$ cat config.mk
export PLATFORM = sky130hd
export DESIGN_NAME = mhsa_if_monitor_flat
export DESIGN_NICKNAME = d
export VERILOG_FILES = /design/src/rtl/mhsa_mon_pkg.sv /design/src/rtl/mhsa_if_monitor_if.sv /design/src/rtl/mhsa_mon_errlog.sv /design/src/rtl/mhsa_if_monitor.sv /design/src/flat_wrapper.sv
export SDC_FILE = /design/constraint.sdc
export NUM_CORES = 1
export LEC_CHECK = 0
export CORE_UTILIZATION = 30
export DETAILED_ROUTE_END_ITERATION = 6
export PLACE_DENSITY_LB_ADDON = 0.08
export SLEW_MARGIN = 20
export SYNTH_ARGS = -nofsm -noshare
export SYNTH_HDL_FRONTEND = slang
export SYNTH_SLANG_ARGS = --single-unit
$ cat constraint.sdc
create_clock -name clk -period 2.1 [get_ports clk]
set_input_delay 0.42 -clock clk [delete_from_list [all_inputs] [get_ports clk]]
set_output_delay 0.42 -clock clk [all_outputs]
set_load 0.01 [all_outputs]
$ cat src/rtl/mhsa_mon_pkg.sv
// Shared definitions for the MHSA interface monitor: FSM encoding and error-bit layout.
package mhsa_mon_pkg;

    localparam int ERR_W = 6;

    localparam int ERR_START_DROP  = 0;
    localparam int ERR_IBASE_CHG   = 1;
    localparam int ERR_OBASE_CHG   = 2;
    localparam int ERR_SOC_WR_BUSY = 3;
    localparam int ERR_TIMEOUT     = 4;
    localparam int ERR_SPUR_DONE   = 5;

    typedef enum logic [1:0] {
        ST_IDLE = 2'd0,
        ST_BUSY = 2'd1,
        ST_DONE = 2'd2
    } mon_state_e;

endpackage

$ cat src/rtl/mhsa_if_monitor_if.sv
// Observed start/done handshake plus the base registers and SoC write port of the MHSA engine.
interface mhsa_if_monitor_if #(
    parameter int AW = 32
);
    logic          start;
    logic          done;
    logic [AW-1:0] input_base;
    logic [AW-1:0] output_base;
    logic          soc_write_en;
    logic [AW-1:0] soc_addr;

    modport master (
        output start, done, input_base, output_base, soc_write_en, soc_addr
    );

    modport slave (
        input start, done, input_base, output_base, soc_write_en, soc_addr
    );
endinterface

$ cat src/rtl/mhsa_mon_errlog.sv
// Error logger: one register stage on the raw detections, then sticky bits, a pulse and
// first-error capture; clr wins over anything captured in the same cycle.
module mhsa_mon_errlog
    import mhsa_mon_pkg::*;
#(
    parameter int AW = 32
) (
    input  logic             clk,
    input  logic             rst_n,
    input  logic             clr,
    input  logic [ERR_W-1:0] det,
    input  logic [AW-1:0]    addr,
    output logic [ERR_W-1:0] err_sticky,
    output logic             err_pulse,
    output logic [ERR_W-1:0] first_err,
    output logic [AW-1:0]    first_addr
);

    logic [ERR_W-1:0] det_reg;
    logic [AW-1:0]    addr_reg;
    logic [ERR_W-1:0] sticky_bits;
    logic             pulse_reg;
    logic [ERR_W-1:0] first_err_reg;
    logic [AW-1:0]    first_addr_reg;

    always_ff @(posedge clk or negedge rst_n) begin
        if (!rst_n) begin
            det_reg  <= '0;
            addr_reg <= '0;
        end else if (clr) begin
            det_reg  <= '0;
            addr_reg <= '0;
        end else begin
            det_reg  <= det;
            addr_reg <= addr;
        end
    end

    genvar gi;
    generate
        for (gi = 0; gi < ERR_W; gi++) begin : g_sticky
            logic bit_reg;
            always_ff @(posedge clk or negedge rst_n) begin
                if (!rst_n)
                    bit_reg <= 1'b0;
                else if (clr)
                    bit_reg <= 1'b0;
                else if (det_reg[gi])
                    bit_reg <= 1'b1;
            end
            assign sticky_bits[gi] = bit_reg;
        end
    endgenerate

    always_ff @(posedge clk or negedge rst_n) begin
        if (!rst_n) begin
            pulse_reg      <= 1'b0;
            first_err_reg  <= '0;
            first_addr_reg <= '0;
        end else if (clr) begin
            pulse_reg      <= 1'b0;
            first_err_reg  <= '0;
            first_addr_reg <= '0;
        end else begin
            pulse_reg <= |det_reg;
            // Only the very first error event since the last clear is recorded.
            if ((|det_reg) && (sticky_bits == '0)) begin
                first_err_reg  <= det_reg;
                first_addr_reg <= addr_reg;
            end
        end
    end

    assign err_sticky = sticky_bits;
    assign err_pulse  = pulse_reg;
    assign first_err  = first_err_reg;
    assign first_addr = first_addr_reg;

endmodule

$ cat src/rtl/mhsa_if_monitor.sv
// Protocol monitor for the MHSA start/done interface: job FSM, cycle/job counters, error log.
// Optional timeout detection is built only when MHSA_IF_TIMEOUT_EN is defined.
module mhsa_if_monitor
    import mhsa_mon_pkg::*;
#(
    parameter int AW          = 32,
    parameter int CW          = 24,
    parameter int TIMEOUT_CYC = 65536
) (
    input  logic              clk,
    input  logic              rst_n,
    input  logic              clr,
    mhsa_if_monitor_if.slave  mon,
    output logic              busy,
    output logic [1:0]        state,
    output logic [CW-1:0]     run_cycles,
    output logic [CW-1:0]     job_count,
    output logic [ERR_W-1:0]  err_sticky,
    output logic              err_pulse,
    output logic [ERR_W-1:0]  first_err,
    output logic [AW-1:0]     first_addr
);

    localparam logic [1:0] S_IDLE = ST_IDLE;
    localparam logic [1:0] S_BUSY = ST_BUSY;
    localparam logic [1:0] S_DONE = ST_DONE;

    logic [1:0]       state_reg, state_next;
    logic [AW-1:0]    ibase_reg, obase_reg;
    logic [CW-1:0]    run_cycles_reg, job_count_reg;
    logic             start_drop, launch, finish, in_busy, timeout_hit;
    logic [ERR_W-1:0] det;

    assign in_busy = (state_reg == S_BUSY);

    // done outranks a dropped start in BUSY, so a job ending with both is clean.
    always_comb begin
        state_next = state_reg;
        start_drop = 1'b0;
        case (state_reg)
            S_IDLE: if (mon.start && !mon.done) state_next = S_BUSY;
            S_BUSY: begin
                if (mon.done) begin
                    state_next = S_DONE;
                end else if (!mon.start) begin
                    state_next = S_IDLE;
                    start_drop = 1'b1;
                end
            end
            S_DONE: if (!mon.start) state_next = S_IDLE;
            default: state_next = S_IDLE;
        endcase
    end

    assign launch = (state_reg == S_IDLE) && (state_next == S_BUSY);
    assign finish = in_busy && mon.done;

    always_ff @(posedge clk or negedge rst_n) begin
        if (!rst_n) begin
            state_reg      <= S_IDLE;
            ibase_reg      <= '0;
            obase_reg      <= '0;
            run_cycles_reg <= '0;
            job_count_reg  <= '0;
        end else begin
            state_reg <= state_next;
            if (launch) begin
                ibase_reg <= mon.input_base;
                obase_reg <= mon.output_base;
            end
            if (clr) begin
                run_cycles_reg <= '0;
                job_count_reg  <= '0;
            end else begin
                if (launch)
                    run_cycles_reg <= '0;
                else if (in_busy && (run_cycles_reg != '1))
                    run_cycles_reg <= run_cycles_reg + 1'b1;
                if (finish)
                    job_count_reg <= job_count_reg + 1'b1;
            end
        end
    end

`ifdef MHSA_IF_TIMEOUT_EN
    localparam logic [CW-1:0] TO_LIM = CW'(TIMEOUT_CYC);
    logic to_fired_reg;

    // Armed per job so a saturated or held counter cannot re-flag the same job.
    always_ff @(posedge clk or negedge rst_n) begin
        if (!rst_n)
            to_fired_reg <= 1'b0;
        else if (launch)
            to_fired_reg <= 1'b0;
        else if (timeout_hit)
            to_fired_reg <= 1'b1;
    end

    assign timeout_hit = in_busy && !to_fired_reg && (run_cycles_reg == TO_LIM);
`else
    assign timeout_hit = 1'b0;
`endif

    always_comb begin
        det                  = '0;
        det[ERR_START_DROP]  = start_drop;
        det[ERR_IBASE_CHG]   = in_busy && (mon.input_base != ibase_reg);
        det[ERR_OBASE_CHG]   = in_busy && (mon.output_base != obase_reg);
        det[ERR_SOC_WR_BUSY] = in_busy && mon.soc_write_en;
        det[ERR_TIMEOUT]     = timeout_hit;
        det[ERR_SPUR_DONE]   = (state_reg == S_IDLE) && mon.done;
    end

    mhsa_mon_errlog #(
        .AW(AW)
    ) u_errlog (
        .clk        (clk),
        .rst_n      (rst_n),
        .clr        (clr),
        .det        (det),
        .addr       (mon.soc_addr),
        .err_sticky (err_sticky),
        .err_pulse  (err_pulse),
        .first_err  (first_err),
        .first_addr (first_addr)
    );

    assign busy       = in_busy;
    assign state      = state_reg;
    assign run_cycles = run_cycles_reg;
    assign job_count  = job_count_reg;

endmodule

$ cat src/flat_wrapper.sv
// flat-port wrapper written by rule: the top's interface ports become plain ports
module mhsa_if_monitor_flat import mhsa_mon_pkg::*;
#(
    parameter int AW          = 32,
    parameter int CW          = 24,
    parameter int TIMEOUT_CYC = 65536
)
  (clk, rst_n, clr, busy, state, run_cycles, job_count, err_sticky, err_pulse, first_err, first_addr, mon_start, mon_done, mon_input_base, mon_output_base, mon_soc_write_en, mon_soc_addr);
  mhsa_if_monitor_if #(.AW(AW)) mon_i ();
  input  logic clk;
  input  logic rst_n;
  input  logic clr;
  output logic busy;
  output logic [1:0] state;
  output logic [CW-1:0] run_cycles;
  output logic [CW-1:0] job_count;
  output logic [ERR_W-1:0] err_sticky;
  output logic err_pulse;
  output logic [ERR_W-1:0] first_err;
  output logic [AW-1:0] first_addr;
  input wire logic [$bits(mon_i.start)-1:0] mon_start;
  input wire logic [$bits(mon_i.done)-1:0] mon_done;
  input wire logic [$bits(mon_i.input_base)-1:0] mon_input_base;
  input wire logic [$bits(mon_i.output_base)-1:0] mon_output_base;
  input wire logic [$bits(mon_i.soc_write_en)-1:0] mon_soc_write_en;
  input wire logic [$bits(mon_i.soc_addr)-1:0] mon_soc_addr;
  assign mon_i.start = mon_start;
  assign mon_i.done = mon_done;
  assign mon_i.input_base = mon_input_base;
  assign mon_i.output_base = mon_output_base;
  assign mon_i.soc_write_en = mon_soc_write_en;
  assign mon_i.soc_addr = mon_soc_addr;
  mhsa_if_monitor #(.AW(AW), .CW(CW), .TIMEOUT_CYC(TIMEOUT_CYC)) u_core (.clk(clk), .rst_n(rst_n), .clr(clr), .mon(mon_i), .busy(busy), .state(state), .run_cycles(run_cycles), .job_count(job_count), .err_sticky(err_sticky), .err_pulse(err_pulse), .first_err(first_err), .first_addr(first_addr));
endmodule
Yosys cells after proc, flatten, opt, wreduce, memory -nomap -nowiden
Index checks and enable logic that the tools add are counted.
{"block": "word_totals", "ff_bits": 197, "inputBits": 102, "output_inout_bits": 96, "wordCells": 77}
{"block": "classes", "add_sub_neg": 2, "n_eq_ne": 6, "mux": 31, "n_reduce_logical": 22}
{"op": "$mux 24", "count": 5}
{"op": "$mux 32", "count": 3}
{"op": "$ne 32x32->1", "count": 2}
{"op": "$add 24x1->24 const B", "count": 2}
{"op": "$ne 24x24->1 const B", "count": 1}
{"op": "$mux 6", "count": 3}
{"op": "$mux 1", "count": 16}
{"op": "$reduce_bool 2->1", "count": 8}
{"op": "$logic_and 1x1->1", "count": 9}
{"op": "$logic_not 6->1", "count": 1}
{"op": "$mux 2", "count": 3}
{"op": "$pmux 2 s3", "count": 1}
{"op": "$reduce_or 6->1", "count": 1}
{"op": "$eq 2x1->1 const B", "count": 2}
{"op": "$reduce_bool 3->1", "count": 1}
{"op": "$eq 2x2->1 const B", "count": 1}
{"op": "$logic_not 2->1", "count": 1}
{"op": "$logic_not 1->1", "count": 1}

Depth between registers and ports, before layout
{"block": "depth", "ltp_word": 8, "mapped_depth": 7}

Cells and area by module
Synthesis repeated with hierarchy kept, for this count alone.
{"block": "unflattened", "cells_unflattened": 771, "area_unflattened_um2": 9053.7}
{"mod": "mhsa_if_monitor", "instances": 1, "cells_each": 495, "area_each_um2": 5654.2, "seq_area_each_um2": 2852.7}
{"mod": "mhsa_mon_errlog", "instances": 1, "cells_each": 276, "area_each_um2": 3399.5, "seq_area_each_um2": 2077.0}

Worst setup path before layout
Ideal clock, no wire load.
{"block": "synth_timing", "path_kind": "register to register", "startpoint": "reg u_core.run_cycles_reg[0] (netlist: u_core.run_cycles[0])", "endpoint": "reg u_core.run_cycles_reg[18] (netlist: u_core.run_cycles[18])", "t_arrival_ps": 1751, "required_time_ps": 2034, "path_slack_ps": 283, "stages_incl_launch_ff": 8, "synth_period_minus_slack_ps": 1817, "path_cell_list": "dfrtp_1 -> ha_1 -> and3_1 -> and4_1 -> buf_2 -> nand3_1 -> or4_1 -> nand2_1"}
{"block": "synth_via", "elab_chain_cells": 4}
{"element": "start: declaration", "line_no": "mhsa_if_monitor.sv:30", "source": "logic [CW-1:0] run_cycles_reg, job_count_reg;"}
{"element": "start signal: assignment", "line_no": "mhsa_if_monitor.sv:78", "source": "run_cycles_reg <= run_cycles_reg + 1'b1;"}
{"element": "$add 24x1->24", "line_no": "mhsa_if_monitor.sv:78"}
{"element": "$mux 24", "line_no": "mhsa_if_monitor.sv:77", "source": "else if (in_busy && (run_cycles_reg != '1))"}
{"element": "$mux 24", "line_no": "mhsa_if_monitor.sv:75", "source": "if (launch)"}
{"element": "$mux 24", "line_no": "mhsa_if_monitor.sv:71", "source": "if (clr) begin"}
Several ways; a longest one is shown, not always the timed one. The select of a mux whose other input is x is not followed.
A chain may end at the register's enable or synchronous reset.

Worst setup path after layout
{"block": "layout_timing", "startpoint": "reg u_core.run_cycles_reg[2] (netlist: u_core.run_cycles[2])", "endpoint": "out run_cycles[2]"}
{"element": "end: declaration", "line_no": "flat_wrapper.sv:15", "source": "output logic [CW-1:0] run_cycles;"}
No word-level cell between the ends.

==> flow_metrics.py <==
metrics = {
    "status": {
        "status": "completed",
    },
    "critical_path": {
        "cp_num_buf_inv": 2,
        "crit_path_max_fanout": 6,
        "cp-end-kind": "primary output",
        "cp_cell_sequence": "buf_4 > clkdlybuf4s50_1",
        "cp.arrival_ns": 1.54,
        "required_ns": 1.68,
        "criticalPathCategory": "reg -> out",
        "critPathSlowestCell": "clkdlybuf4s50_1",
        "cp_top_family": "buffers and inverters",
        "cp-start-kind": "register",
        "slowest_delay_ns": 0.52,
    },
    "yosys": {
        "netlist_top_cells_area": "dfrtp_1, mux2_2, xnor2_1",
        "yosysTopAreaCell": "dfrtp_1",
        "yosys.area.top_type_share": 0.569,
        "ys_seq_area_frac": 0.569,
        "async_reset_ff_frac": 1.00,
        "ys_top_cells_by_count": "dfrtp_1, nand2_1, xnor2_1, mux2_2, nor2_1",
        "synthesis.nets": 864,
        "yosysWarnings": 0,
        "synth_compound_area_frac": 0.0483,
        "synth_xor_area_frac": 0.0960,
        "synth.mux.area_fraction": 0.0852,
        "synth.ff_latch_count": 195,
        "yosysMostFrequentCell": "dfrtp_1",
        "netlist_instances": 760,
        "syn-cell-area_um2": 8570,
        "ys_types": 47,
        "synthAdderAreaFrac": 0.00292,
        "synth.avg_cell_area_um2": 11.3,
        "synth_top_family_by_area": "simple AND/OR/NAND/NOR gates",
        "synth_simple_gate_area_frac": 0.170,
        "synth_edf_count": 0,
        "synthFlopType": "dfrtp_1",
    },
    "route": {
        "drc_errors": 0,
        "drt_wl_total_um": 20800,
        "first_pass_iters": 4,
        "avgRoutedWirePerCell_um": 15.2,
        "postRouteAntennaNets": 0,
        "drtIter0Drc": 257,
        "viasPerCell": 4.49,
        "vias": 6162,
    },
    "die": {
        "die_area_um2": 29300,
        "dieHeight_um": 171,
        "row_count": 61,
        "start_util": 0.307,
        "coreArea_um2": 27900,
        "fp.dieW_um": 171,
        "io_pins": 198,
    },
    "clock_network": {
        "cts_buffer_depth": 2,
        "clock-root-buffer": "clkbuf_16",
        "cts.sinks": 195,
        "clk_latency_ns": 0.44,
        "cts_made_buffers": 17,
        "path_clk_slew_ns": 0.07,
        "cts_tree": "yes",
        "cts_max_level": 4,
    },
    "finish": {
        "fin_nets": 1086,
        "drive_gt1_frac": 0.156,
        "instances_no_fill": 1373,
        "final-seq-area_um2": 4880,
        "multi_input_area_um2": 3470,
        "num_antenna_cells": 0,
        "area_delta_synth_final_pct": 38.4,
        "fillCellCount": 2762,
    },
    "sta": {
        "setup_tns_ns": 0,
        "finClkSkew_ns": 0.0185,
        "hold_violations": 0,
        "finalCritPeriodShare": 0.932,
        "fin_worst_hold_slack_ns": 0.419,
        "report.final.setup_viol": 0,
        "slew_headroom": 0.636,
        "worstMarginPinSlew_ns": 0.546,
        "fmax_mhz": 511,
        "finalMaxSlewViolations": 0,
        "grt_setup_unrepaired": "no",
        "period_needed_ns": 1.96,
    },
    "pwr": {
        "powerDensity_nw_per_um2": 763,
        "power_leakage_nw": 4.81,
        "ir_drop_v": 0.000547,
    },
    "global_routing": {
        "gr-total-overflow": 0,
        "grt_pass1_vias": 6175,
        "grt_start_max_net_pins": 107,
        "grt_pass1_wl_um": 33700,
        "grt_util_all_layers": 0.149,
        "antenna_found_initial": 0,
    },
    "place": {
        "dp.cells": 1339,
        "place.gp.congestion": 0.731,
        "dp.final_hpwl_um": 14500,
        "io_buffers": 196,
    },
    "worst_hold_path": {
        "hp-class": "in -> reg",
    },
    "run": {
        "drv_cap": 0,
    },
}
[worst paths after layout]
| check | endpoint | depth (start not counted) | startpoint | slack (ns) |
|---|---|---|---|---|
| max | run_cycles[2] | 2 | u_core.run_cycles[2]$_DFFE_PN0P_ | 0.14 |
| min reg2reg | u_core.u_errlog.first_addr[22]$_DFFE_PN0P_ | 2 | u_core.u_errlog.addr_reg[22]$_DFF_PN0_ | 0.49 |
| max reg2reg | u_core.obase_reg[18]$_DFFE_PN0P_ | 5 | u_core.state[1]$_DFF_PN0_ | 0.15 |
| max in group asynchronous | u_core.u_errlog.first_addr[6]$_DFFE_PN0P_ | 3 | rst_n | 0.98 |
| min | u_core.run_cycles[20]$_DFFE_PN0P_ | 4 | clr | 0.42 |
| min in group asynchronous | u_core.job_count[10]$_DFFE_PN0P_ | 2 | rst_n | 0.45 |
[final cells by class]
cell class,instances,share of cell area
Sequential cell,195,0.411
Multi-Input combinational cell,521,0.292
Timing Repair Buffer,243,0.204
Tap cell,378,0.0399
Clock buffer,17,0.0359
Clock inverter,15,0.0158
Inverter,4,0.00127
[where the power goes]
group / internal, W / switching [W] / total [W]
Sequential: 0.00411 / 0.000220 / 0.00433
Combinational: 0.000831 / 0.000578 / 0.00141
Clock: 0.00162 / 0.00169 / 0.00331
[placed cells by master, fill, tap and decap left out, types with 2 or more instances in the layout]
| cell | n |
|---|---|
| a211oi_1 | 3 |
| a21oi_1 | 48 |
| and2_0 | 2 |
| and2_1 | 2 |
| and3_1 | 10 |
| and4_1 | 7 |
| buf_12 | 8 |
| buf_4 | 39 |
| clkbuf_16 | 17 |
| clkdlybuf4s50_1 | 193 |
| clkinv_4 | 3 |
| clkinv_8 | 6 |
| dfrtp_1 | 194 |
| ha_1 | 2 |
| inv_1 | 3 |
| inv_6 | 2 |
| inv_8 | 2 |
| mux2_2 | 64 |
| nand2_1 | 97 |
| nand3_1 | 20 |
| nand4_1 | 27 |
| nor2_1 | 51 |
| nor2b_1 | 33 |
| nor3b_1 | 4 |
| nor4_1 | 7 |
| o211ai_1 | 4 |
| o21ai_0 | 10 |
| o21ai_1 | 2 |
| o31ai_1 | 3 |
| or3_1 | 8 |
| or4_1 | 5 |
| xnor2_1 | 68 |
| xor2_1 | 26 |
[routing by layer]
layer | global-route usage | share of wire
met1 | 0.193 | 0.45
met2 | 0.235 | 0.47
met3 | 0.0490 | 0.065
met4 | 0.0415 | 0.012
met5 | 0 | 0
[cells by family (layout without fill, tap and decap cells)]
kind of cell / Yosys count / in the layout
and+or+nand+nor: 284 / 284
DFF: 195 / 195
xor gates and xnor gates: 94 / 94
AOI/OAI and AO/OA: 75 / 75
muxes: 65 / 65
buffers and inverters: 44 / 279
adders and majority gates: 2 / 2
other: 1 / 1
[through the flow]
stage               instance area, um2  worst slack (ns)  utilization  power, W
global route                     11900            0.0325        0.425   0.00956
finish                           11900             0.143        0.425   0.00905
floorplan                         8570             0.283            -   0.00521
global placement                 11200            -0.207        0.402   0.00582
detailed placement               11200            -0.234        0.402   0.00584
CTS                              11900             0.104        0.425   0.00925
[tightest hold or removal path, stage by stage]
cell and delay, ns:
buf_4 0.11, nor2_1 0.12, nand2_1 0.10, o21bai_1 0.05
[timing repair]
action,in CTS,in global routing
setup endpoints to repair,1,0
hold endpoints to repair,35,0
hold buffers,1,0
buffers inserted,1,0
resized for setup,2,0
Power figures use the tool's default switching activity.
==> RTL edit 1, RTL diff (same settings) <==
`ERR_W`: 6 -> 12.
--- a/src/rtl/mhsa_mon_pkg.sv
+++ b/src/rtl/mhsa_mon_pkg.sv
@@ -3,3 +3,3 @@
 
-    localparam int ERR_W = 6;
+    localparam int ERR_W = 12;
 
Ports: changed (resized err_sticky and first_err); port bits go from 198 to 210. The function was not compared with the original's and may differ.
==> RTL edit 1 against the original RTL <==
Setup slack improved by 2.7 ps; total power decreased by 0.31%; final area increased by 1.0%; sequential cell count unchanged; final cell count increased by 1.7%; global-route usage increased by 0.71 points; routed wire length increased by 5.0%; clock power decreased by 1%; synthesized area increased by 1.0%; hold slack got worse by 140 ps; clock skew increased by 5.0 ps; critical path depth unchanged; sequential share of layout area decreased by 0.43 points; highest routed layer unchanged.
==> RTL edit 1: results <==
{
  "status": "completed",
  "post_cts_buffers": 0,
  "wl_met1_um": 10300,
  "fillerInstances": 2774,
  "wl_per_cell_um": 15.7,
  "buf_share_pct": 21.0,
  "min_to": "u_core.u_errlog.det_reg[1]$_DFF_PN0_",
  "hold_slack_ps": 281,
  "layout-drive-gt1-share_pct": 16.7,
  "fin_skew_ps": 23.4,
  "synth.top_cells.by_count": "195 x dfrtp_1, 92 x nand2_1, 68 x xnor2_1, 64 x mux2_2, 48 x nor2_1",
  "crit_start": "u_core.run_cycles[9]$_DFFE_PN0P_",
  "final_util_pct": 42.7,
  "syn-mean-instance-area_um2": 11.3,
  "dr_wl_met3_um": 1350,
  "ys_seq_area_share_pct": 56.4,
  "cp-endpoint": "run_cycles[9]",
  "synth_area_leaders": "dfrtp_1 56%, mux2_2 8.3%, xnor2_1 6.9%",
  "clk_share_pct": 4.90,
  "hpwl_um": 15600,
  "antenna_found_initial": 0,
  "worstReg2RegStart": "u_core.run_cycles[15]$_DFFE_PN0P_",
  "peakVddDrop_v": 0.000457,
  "swShare_pct": 26.9,
  "preCtsSetupSlack_ps": -234,
  "max_clock_freq_mhz": 512,
  "r2r_end": "u_core.run_cycles[17]$_DFFE_PN0P_",
  "placed_area_mm2": 0.0114,
  "grt_pass1_wl_um": 35800,
  "buffers": 258,
  "worstRegToRegCells": 6,
  "grt_usage_pct": 15.6,
  "num-multi-input-gates": 529,
  "cp_slowest_stage_delay_ps": 540,
  "layout.nets": 1109
}
RTL edit 1: cell types whose count changed after synthesis, moves of 3 or more:
cell | before | now
and4_1 | 7 | 4
buf_4 | 8 | 23
nand4_1 | 27 | 30
and3_1 | 10 | 7
buf_2 | 16 | 12
nand2_1 | 97 | 92
nor2_1 | 51 | 48
nor3_1 | 0 | 4
o21ai_0 | 10 | 4
or4_1 | 5 | 13
clkbuf_1 | 11 | 15
a21oi_1 | 48 | 45
or3_1 | 8 | 5
RTL edit 1: cells by family (layout without fill, tap and decap cells):
| group | count (synthesis) | count (layout) | synth area share [%] |
|---|---|---|---|
| and+or+nand+nor | 282 | 282 | 16.8 |
| DFF | 195 | 195 | 56.4 |
| xor gates and xnor gates | 94 | 94 | 9.51 |
| AOI/OAI and AO/OA | 74 | 74 | 5.01 |
| muxes | 64 | 64 | 8.32 |
| buffers and inverters | 56 | 294 | 3.70 |
| adders and majority gates | 2 | 2 | 0.289 |
| other | 1 | 13 | 0.0433 |
RTL edit 1: power groups by stage:
stage,Combinational (mW),Sequential (mW),Clock [mW]
detailed placement,1.45,4.41,0
global placement,1.44,4.40,0
global route,1.58,4.39,3.55
floorplan,0.836,4.39,0
CTS,1.46,4.34,3.40
finish,1.42,4.33,3.27
RTL edit 1: critical path: cells and delay by family (launching register included):
| family | cells | cell delay [ps] |
|---|---|---|
| DFF | 1 | 400 |
| buffers and inverters | 2 | 710 |
RTL edit 1: per-layer routing:
| metal | track usage, % | up-vias |
|---|---|---|
| li1 | - | 3081 |
| met4 | 3.39 | 0 |
| met3 | 4.60 | 13 |
| met2 | 24.6 | 135 |
| met1 | 21.0 | 3120 |
| met5 | 0 | - |
==> RTL edit 2, RTL diff (same settings) <==
Made on the original files. Register the input `clr` before use, with the module's reset. The logic sees it one clock later. The other inputs are not delayed to match. Comments in the files are not updated.
--- a/src/rtl/mhsa_if_monitor.sv
+++ b/src/rtl/mhsa_if_monitor.sv
@@ -26,2 +26,12 @@
     localparam logic [1:0] S_DONE = ST_DONE;
+
+    logic clr_q;
+
+    always_ff @(posedge clk or negedge rst_n) begin
+        if (!rst_n) begin
+            clr_q <= '0;
+        end else begin
+            clr_q <= clr;
+        end
+    end
 
@@ -70,3 +80,3 @@
             end
-            if (clr) begin
+            if (clr_q) begin
                 run_cycles_reg <= '0;
@@ -118,3 +128,3 @@
         .rst_n      (rst_n),
-        .clr        (clr),
+        .clr        (clr_q),
         .det        (det),
Function: changed (a bounded check fails within 4 cycles, from zero or initial values and one cycle with rst_n low).
==> RTL edit 2 against the original RTL <==
Global-route usage grew 0.36 points; clock skew shrank 3.2 ps; sequential cell count grew 1; setup slack lost 56 ps; combinational power grew 3%; sequential share of layout area shrank 0.42 points; first-iteration DRC count shrank 9.3%; final area grew 1.6%; core utilization grew 0.34 points; total power grew 1.5%; routed wire length grew 3.8%; non-clock buffer count grew 2; synthesized area grew 1.4%; critical path type unchanged; largest power group unchanged; highest routed layer unchanged.
==> RTL edit 2: results <==
{
  "fillerInstances": 2703,
  "syn-num-nets": 873,
  "buf_share_pct": 20.5,
  "use_met1_pct": 21.1,
  "multi_input_area_share_pct": 29.5,
  "hold_depth": 1,
  "nNonClkInverters": 8,
  "drt_wl_total_um": 21600,
  "status": "completed",
  "synth_area_leaders": "dfrtp_1 56%, mux2_2 8.3%, xnor2_1 8.3%",
  "crit_arrival_ps": 1590,
  "grt_pass1_wl_um": 34800,
  "layout.nets": 1096,
  "vias": 6301,
  "met2_usage_pct": 23.9,
  "nClkBuffers": 18,
  "dr.pass1.iters": 5,
  "wl_per_cell_um": 15.6,
  "synth.top_cells.by_count": "196 x dfrtp_1, 85 x nand2_1, 82 x xnor2_1, 64 x mux2_2, 54 x nor2_1",
  "fin_skew_ps": 15.3,
  "leakagePower_nw": 4.80,
  "ys_seq_area_share_pct": 56.4,
  "grt_use_met3_pct": 3.36,
  "dr.first_iter.drc_count": 233,
  "r2r_end": "u_core.run_cycles[13]$_DFFE_PN0P_",
  "grt_max_degree": 98,
  "min_to": "u_core.clr_q$_DFF_PN0_",
  "pwr-share-seq_pct": 47.4,
  "peakVddDrop_v": 0.000417
}
-- RTL edit 2: cell types whose count changed in the layout (fill, tap and decap cells not counted), moves of 4 or more --
cell / delta
nand2_1: -12
xor2_1: -11
and3_1: -7
xnor2_1: +14
inv_1: +4
nor3_1: +9
o2111ai_1: +5
-- RTL edit 2: how the worst max path moves through the flow --
stage          slack (ps)                                end  cells after the start                             start
2_1_floorplan         170  u_core.run_cycles[11]$_DFFE_PN0P_                      7  u_core.run_cycles[0]$_DFFE_PN0P_
3_3_place_gp          -20   u_core.run_cycles[8]$_DFFE_PN0P_                      7                          mon_done
3_5_place_dp          -20  u_core.run_cycles[18]$_DFFE_PN0P_                      7                          mon_done
4_1_cts                30                               busy                      3         u_core.state[0]$_DFF_PN0_
5_1_grt                 9                               busy                      3         u_core.state[0]$_DFF_PN0_
6_report               90                               busy                      3         u_core.state[0]$_DFF_PN0_
-- RTL edit 2: critical path, stage by stage (launching register included) --
cell and delay [ps]:
dfrtp_2 480, nand2b_4 120, clkinv_1 90, clkdlybuf4s50_1 480
-- RTL edit 2: cell families after synthesis --
logic type / Yosys count / synth area share [%]
AO/OA/AOI/OAI: 75 / 5.21
XOR/XNOR: 97 / 9.78
adder cells (fa/ha/maj): 2 / 0.288
buffers and inverters: 49 / 2.78
flip-flops: 196 / 56.4
multiplexers: 68 / 8.75
other: 1 / 0.0432
AND/OR/NAND/NOR: 281 / 16.7
-- RTL edit 2: what timing repair did --
| action | in CTS | in global routing |
|---|---|---|
| hold buffers | 1 | 0 |
| buffers inserted | 0 | 0 |
| hold endpoints to repair | 40 | 0 |
| endpoints found under the setup margin | 1 | 0 |
| resized for setup | 3 | 0 |
